--- config.mk ---
export PLATFORM = sky130hd
export DESIGN_NAME = vga_timing_core
export DESIGN_NICKNAME = d
export VERILOG_FILES = /design/src/rtl/vga_timing_core.sv
export SDC_FILE = /design/constraint.sdc
export NUM_CORES = 1
export LEC_CHECK = 0
export ABC_AREA = 1
export ABC_CLOCK_PERIOD_IN_PS = 2950
export CAP_MARGIN = 20
export CORE_MARGIN = 2
export CORE_UTILIZATION = 40
export CTS_CLUSTER_SIZE = 14
export DETAILED_ROUTE_END_ITERATION = 8
export PLACE_DENSITY = 0.72
export SYNTH_ARGS = -nofsm -noshare
export SYNTH_HDL_FRONTEND = slang
export SYNTH_SLANG_ARGS = --single-unit
--- constraint.sdc ---
create_clock -name CLK_NX -period 2.95 [get_ports CLK_NX]
set_clock_uncertainty 0.15 [all_clocks]
set_input_delay 0.295 -clock CLK_NX [delete_from_list [all_inputs] [get_ports CLK_NX]]
set_output_delay 0.295 -clock CLK_NX [all_outputs]
set_load 0.02 [all_outputs]
--- src/rtl/vga_timing_core.sv ---
// Parametrised VGA timing core: pixel-rate divider, h/v counters, registered
// sync/RGB outputs with blanking, frame-start strobe and frame-counted blink flag.
`timescale 1ns/1ps
module vga_timing_core #(
  parameter int CLK_DIV      = 4,
  parameter int H_ACTIVE     = 640,
  parameter int H_FP         = 16,
  parameter int H_SYNC       = 96,
  parameter int H_BP         = 48,
  parameter int V_ACTIVE     = 480,
  parameter int V_FP         = 10,
  parameter int V_SYNC       = 2,
  parameter int V_BP         = 33,
  parameter int HS_POL       = 0,
  parameter int VS_POL       = 0,
  parameter int COLOR_W      = 12,
  parameter int CNT_W        = 10,
  parameter int BLINK_FRAMES = 30
) (
  input  logic               CLK_NX,
  input  logic               reset,
  input  logic [COLOR_W-1:0] color_in,
  input  logic               blink_en,
  output logic               pixel_tick,
  output logic [CNT_W-1:0]   pixel_x,
  output logic [CNT_W-1:0]   pixel_y,
  output logic               h_sync,
  output logic               v_sync,
  output logic               video_on,
  output logic [COLOR_W-1:0] RGB,
  output logic               frame_start,
  output logic               blink
);

  localparam int H_TOTAL = H_ACTIVE + H_FP + H_SYNC + H_BP;
  localparam int V_TOTAL = V_ACTIVE + V_FP + V_SYNC + V_BP;
  localparam int DIV_W   = (CLK_DIV > 1) ? $clog2(CLK_DIV) : 1;
  localparam int FC_W    = (BLINK_FRAMES > 1) ? $clog2(BLINK_FRAMES) : 1;

  localparam logic [DIV_W-1:0] DIV_MAX = DIV_W'(CLK_DIV - 1);
  localparam logic [CNT_W-1:0] H_MAX   = CNT_W'(H_TOTAL - 1);
  localparam logic [CNT_W-1:0] V_MAX   = CNT_W'(V_TOTAL - 1);
  localparam logic [CNT_W-1:0] H_VIS   = CNT_W'(H_ACTIVE);
  localparam logic [CNT_W-1:0] V_VIS   = CNT_W'(V_ACTIVE);
  localparam logic [CNT_W-1:0] HS_BEG  = CNT_W'(H_ACTIVE + H_FP);
  localparam logic [CNT_W-1:0] HS_END  = CNT_W'(H_ACTIVE + H_FP + H_SYNC - 1);
  localparam logic [CNT_W-1:0] VS_BEG  = CNT_W'(V_ACTIVE + V_FP);
  localparam logic [CNT_W-1:0] VS_END  = CNT_W'(V_ACTIVE + V_FP + V_SYNC - 1);
  localparam logic [FC_W-1:0]  FC_MAX  = FC_W'(BLINK_FRAMES - 1);
  localparam logic             HS_ON   = (HS_POL != 0);
  localparam logic             VS_ON   = (VS_POL != 0);

  logic [DIV_W-1:0]   div_q, div_d;
  logic [CNT_W-1:0]   h_cnt_q, h_cnt_d;
  logic [CNT_W-1:0]   v_cnt_q, v_cnt_d;
  logic [COLOR_W-1:0] rgb_q, rgb_d;
  logic               video_on_q, video_on_d;
  logic               h_sync_q, h_sync_d;
  logic               v_sync_q, v_sync_d;
  logic [FC_W-1:0]    fc_q, fc_d;
  logic               blink_q, blink_d;

  logic vis, hs_act, vs_act, h_wrap, v_wrap;

  // Gating with reset keeps the tick low during reset even when CLK_DIV==1.
  assign pixel_tick  = reset && (div_q == DIV_MAX);
  assign h_wrap      = (h_cnt_q == H_MAX);
  assign v_wrap      = (v_cnt_q == V_MAX);
  assign frame_start = pixel_tick && h_wrap && v_wrap;

  assign vis    = (h_cnt_q < H_VIS) && (v_cnt_q < V_VIS);
  assign hs_act = (h_cnt_q >= HS_BEG) && (h_cnt_q <= HS_END);
  assign vs_act = (v_cnt_q >= VS_BEG) && (v_cnt_q <= VS_END);

  always_comb begin
    div_d      = (div_q == DIV_MAX) ? '0 : div_q + 1'b1;
    h_cnt_d    = h_cnt_q;
    v_cnt_d    = v_cnt_q;
    rgb_d      = rgb_q;
    video_on_d = video_on_q;
    h_sync_d   = h_sync_q;
    v_sync_d   = v_sync_q;
    fc_d       = fc_q;
    blink_d    = blink_q;

    if (pixel_tick) begin
      rgb_d      = vis ? color_in : '0;
      video_on_d = vis;
      h_sync_d   = hs_act ? HS_ON : ~HS_ON;
      v_sync_d   = vs_act ? VS_ON : ~VS_ON;
      if (h_wrap) begin
        h_cnt_d = '0;
        v_cnt_d = v_wrap ? '0 : v_cnt_q + 1'b1;
      end else begin
        h_cnt_d = h_cnt_q + 1'b1;
      end
    end

    if (!blink_en) begin
      fc_d    = '0;
      blink_d = 1'b0;
    end else if (frame_start) begin
      if (fc_q == FC_MAX) begin
        fc_d    = '0;
        blink_d = ~blink_q;
      end else begin
        fc_d = fc_q + 1'b1;
      end
    end
  end

  always_ff @(posedge CLK_NX or negedge reset) begin
    if (!reset) begin
      div_q      <= '0;
      h_cnt_q    <= '0;
      v_cnt_q    <= '0;
      rgb_q      <= '0;
      video_on_q <= 1'b0;
      h_sync_q   <= ~HS_ON;
      v_sync_q   <= ~VS_ON;
      fc_q       <= '0;
      blink_q    <= 1'b0;
    end else begin
      div_q      <= div_d;
      h_cnt_q    <= h_cnt_d;
      v_cnt_q    <= v_cnt_d;
      rgb_q      <= rgb_d;
      video_on_q <= video_on_d;
      h_sync_q   <= h_sync_d;
      v_sync_q   <= v_sync_d;
      fc_q       <= fc_d;
      blink_q    <= blink_d;
    end
  end

  assign pixel_x  = h_cnt_q;
  assign pixel_y  = v_cnt_q;
  assign RGB      = rgb_q;
  assign video_on = video_on_q;
  assign h_sync   = h_sync_q;
  assign v_sync   = v_sync_q;
  assign blink    = blink_q;

endmodule

## After elaboration in Yosys (flattened, before gate mapping)

Index checks and enable logic that the tools add are counted.

- Register bits: 43
- Output and inout bits: 38
- Word-level logic and storage cells: 46

- Add/sub/neg operators: 4
- Order comparisons: 6
- Equal/unequal tests: 6
- Multiplexer cells: 12
- Bitwise logic cells: 1
- Reductions and logical operators: 8

Operator list:

| operator | count |
|---|---|
| $add A10 B1 Y10 const B | 2 |
| $eq A10 B10 Y1 const B | 2 |
| $mux W10 | 2 |
| $mux W5 | 3 |
| $mux W12 | 1 |
| $ge A10 B10 Y1 const B | 1 |
| $ge A10 B9 Y1 const B | 1 |
| $le A10 B10 Y1 const B | 1 |
| $le A10 B9 Y1 const B | 1 |
| $lt A10 B10 Y1 const B | 1 |
| $lt A10 B9 Y1 const B | 1 |
| $logic_and A1 B1 Y1 | 6 |
| $add A5 B1 Y5 const B | 1 |
| $eq A5 B5 Y1 const B | 1 |
| $mux W1 | 5 |
| $ne A2 B1 Y1 const B | 2 |
| $reduce_and A2 Y1 | 2 |
| $add A2 B1 Y2 const B | 1 |
| $eq A2 B2 Y1 const B | 1 |
| $mux W2 | 1 |
| $not A1 Y1 | 1 |

## Logic depth before layout (Yosys ltp)

- Depth in word-level cells: 6
- Gate-level depth with buffers: 10
- Gate-level depth less buffers: 10

## Worst setup path after synthesis

No wires, ideal clock.

- Kind: register -> output
- Start point: reg h_cnt_q[0] (netlist: pixel_x[0])
- End point: out frame_start
- Arrival time: 1.364 ns
- Required time: 2.505 ns
- Slack: 1.141 ns
- Cell stages (with the launch flop): 8
- Path buffers: 0
- Path through: dfrtp_1 ha_1 nand2_2 nor2_8 nand2_4 nor2_8 nand2_4 inv_2

- Cells in the longest elaborated chain, start to end: 3

RTL lines:

| item | line | RTL |
|---|---|---|
| start, declared | 54 | `logic [CNT_W-1:0] h_cnt_q, h_cnt_d;` |
| start signal, assigned | 125 | `h_cnt_q <= h_cnt_d;` |
| $eq A10 B10 Y1 | 67 | `assign h_wrap = (h_cnt_q == H_MAX);` |
| $logic_and A1 B1 Y1 (2 in series) | 69 | `assign frame_start = pixel_tick && h_wrap && v_wrap;` |
| end, declared | 31 | `output logic frame_start,` |

Every way passes these cells.

## Final worst setup path

Same ends and word-level chain as after synthesis.

==> out/qor.txt <==
Detailed Routing Iterations Pass 1: 4
Slew @ Worst Pin: 0.732 ns
number of port buffers: 52
Synth Instances: 296
Max FO, Critical Path: 9
RSZ-0062 raised after global routing: no
gr ovfl total: 0
crit path DAT: 2.18 ns
Int Pwr: 1.13 mW
fin nets: 372
synth-to-layout area growth: 30.2%
width of the die: 81.0 um
combinational share of power: 20.4%
DR iter-0 viols: 102
Clk pwr share: 34.8%
pwr dens: 504 nW/um^2
Tcrit/Tclk final: 88.9%
synth unique cells: 30
dpl hpwl: 3830 um
initial antenna violation count: 0
post-synthesis cell area: 2370 sq um
FF+latch count, synth: 43
Placed Cells: 417
die area: 6550 sq um
Syn. warnings: 0
Worst-path clk slew: 0.09 ns
antenna diode instance count: 0
vias per inst: 4.73
Post-synth EDFFs: 0
Syn Area/Cell: 8.00 sq um
total core area: 5820 sq um
Max transition margin: 51.0%
I/O pins: 53
Lkg Pwr: 1.59 nW
row count: 28
clk_lat worst skew: 0.29 ns
DR vias: 2017
Setup Crit Path Kind: flop to output pin
final setup TNS: 0 ns
Final Routed Wirelength: 5160 um
H-tree Lvls: 2
CP Launch Type: flop
commonest non-fill, non-tap cell in the layout: nand2_1
clock tree buffer depth: 2
Syn Nets: 318
max-cap violations: 0
share of layout cells above drive strength 1: 9.12%
asr flop ratio synth: 100%
Post-Layout Cell Count: 426
share of power burned in registers: 44.9%
final hold vios: 0
DRC viols: 0
Tmin final: 2.62 ns
fmax: 381 MHz
wire per inst: 12.1 um
Switch Pwr: 0.431 mW
WP data required: 2.51 ns
maximum VDD drop: 269 uV
commonest non-fill, non-tap cells in the layout: nand2_1, clkdlybuf4s50_1, dfrtp_1
RePlAce Congestion: 0.912
CTS tree: built
antenna-violating nets left: 0
sequential area share after synthesis: 45.5%
status: finished clean
total track usage: 16.8%
fin. max-slew vios: 0
Num CTS Buffers: 5
clock root buffer: clkbuf_8
vias in the first global route: 1870
largest net degree at the start of global routing: 44
ys flop type: dfrtp_1
CTS Sinks: 43
worst hold path type: flop to flop
switching part of the total: 27.7%
first-pass GRT wire length: 8600 um
initial core utilization: 40.7%
Die H: 81.0 um
final setup vio count: 0
Worst Setup End Kind: output pin
[worst max-delay path, stage by stage, from the launching register on]
cell and delay [ns]:
dfrtp_1 0.43, ha_1 0.20, nand2_2 0.09, nor2_8 0.13, nand2_4 0.09, nor2_8 0.17
nand2_4 0.11, inv_2 0.07, clkdlybuf4s50_1 0.59
[what timing repair did]
action	4_1_cts	5_1_grt
hold buffers	1	0
setup buffers	0	0
endpoints found under the hold margin	41	0
gates resized for setup	0	0
[Yosys cell counts (2+ instances only)]
cell type	number	share of area [%]
ha_1	7	3.7
nand2_4	2	0.95
nor3b_1	2	0.63
nand4_1	6	1.6
nor2_8	2	1.7
o21ai_1	2	0.42
inv_2	2	0.32
dfstp_2	2	2.2
o21ai_0	15	3.2
xnor2_1	2	0.74
dfrtp_1	41	43
buf_6	2	0.95
nor3_1	4	0.85
nor2_2	2	0.53
nand2_2	4	1.1
nand2_1	87	14
nor2_1	29	4.6
nor2_4	3	1.4
buf_2	4	0.85
inv_1	34	5.4
nand3_1	26	5.5
a21oi_1	5	1.1
xor2_1	6	2.2
[path summary, 6_finish.rpt]
check	startpoint	to	slack, ns	depth (start not counted)
max reg2reg	pixel_x[7]	RGB[9]	1.06	5
max in group asynchronous	reset	pixel_y[0]	1.77	3
max	pixel_x[0]	frame_start	0.33	8
min reg2reg	div_q[0]	div_q[0]	0.29	1
min	div_q[0]	div_q[0]	0.29	1
min in group asynchronous	reset	RGB[11]	0.50	3
[power groups by stage]
stage	clock (mW)	sequential, mW	combinational, mW
2_1_floorplan	0	0.762	0.109
4_1_cts	0.555	0.698	0.323
6_report	0.541	0.698	0.317
3_5_place_dp	0	0.709	0.320
5_1_grt	0.584	0.706	0.345
3_3_place_gp	0	0.706	0.318
[metal layers]
metal | up-vias | part of all wire [%] | global-route usage [%]
li1 | 1035 | - | -
met1 | 933 | 47 | 22.8
met2 | 41 | 48 | 26.8
met3 | 8 | 3.2 | 3.22
met4 | 0 | 1.9 | 6.27
met5 | - | 0 | 0
[layout make-up]
class / instances / area (sq um)
clock inverters: 2 / 60.1
well taps: 75 / 93.8
clock buffers: 6 / 72.6
flip-flops and latches: 43 / 1080
multi-input cells: 208 / 1100
fillers: 575 / 2730
inverters: 36 / 135
repair buffers: 56 / 548
[registers in the layout (all words and copies together), names as in the netlist]
register  flops
RGB          12
blink         1
div_q         2
fc_q          5
h_sync        1
pixel_x      10
pixel_y      10
v_sync        1
video_on      1
[kinds of logic (layout without fill, tap and decap cells)]
logic type | Yosys count | count (layout) | share of synthesized area [%]
AO/OA/AOI/OAI | 22 | 22 | 4.65
AND/OR/NAND/NOR | 171 | 171 | 35.0
XOR/XNOR | 8 | 8 | 2.96
flip-flops | 43 | 43 | 45.5
adder cells (fa/ha/maj) | 7 | 7 | 3.70
buffers and inverters | 45 | 100 | 8.19
[through the flow]
stage               hold WS (ns)  power [mW]  cell area, sq um  util (%)  setup slack [ns]
finish                     0.289        1.56              3080      53.0             0.328
global route               0.309        1.63              3080      53.0             0.139
CTS                        0.295        1.58              3080      53.0             0.296
detailed placement         0.284        1.03              2940      50.6             0.635
global placement           0.262        1.02              2940      50.6             0.689
floorplan                 -0.151       0.871              2370         -              1.14
Note: power is estimated with default switching activity, not from simulation.
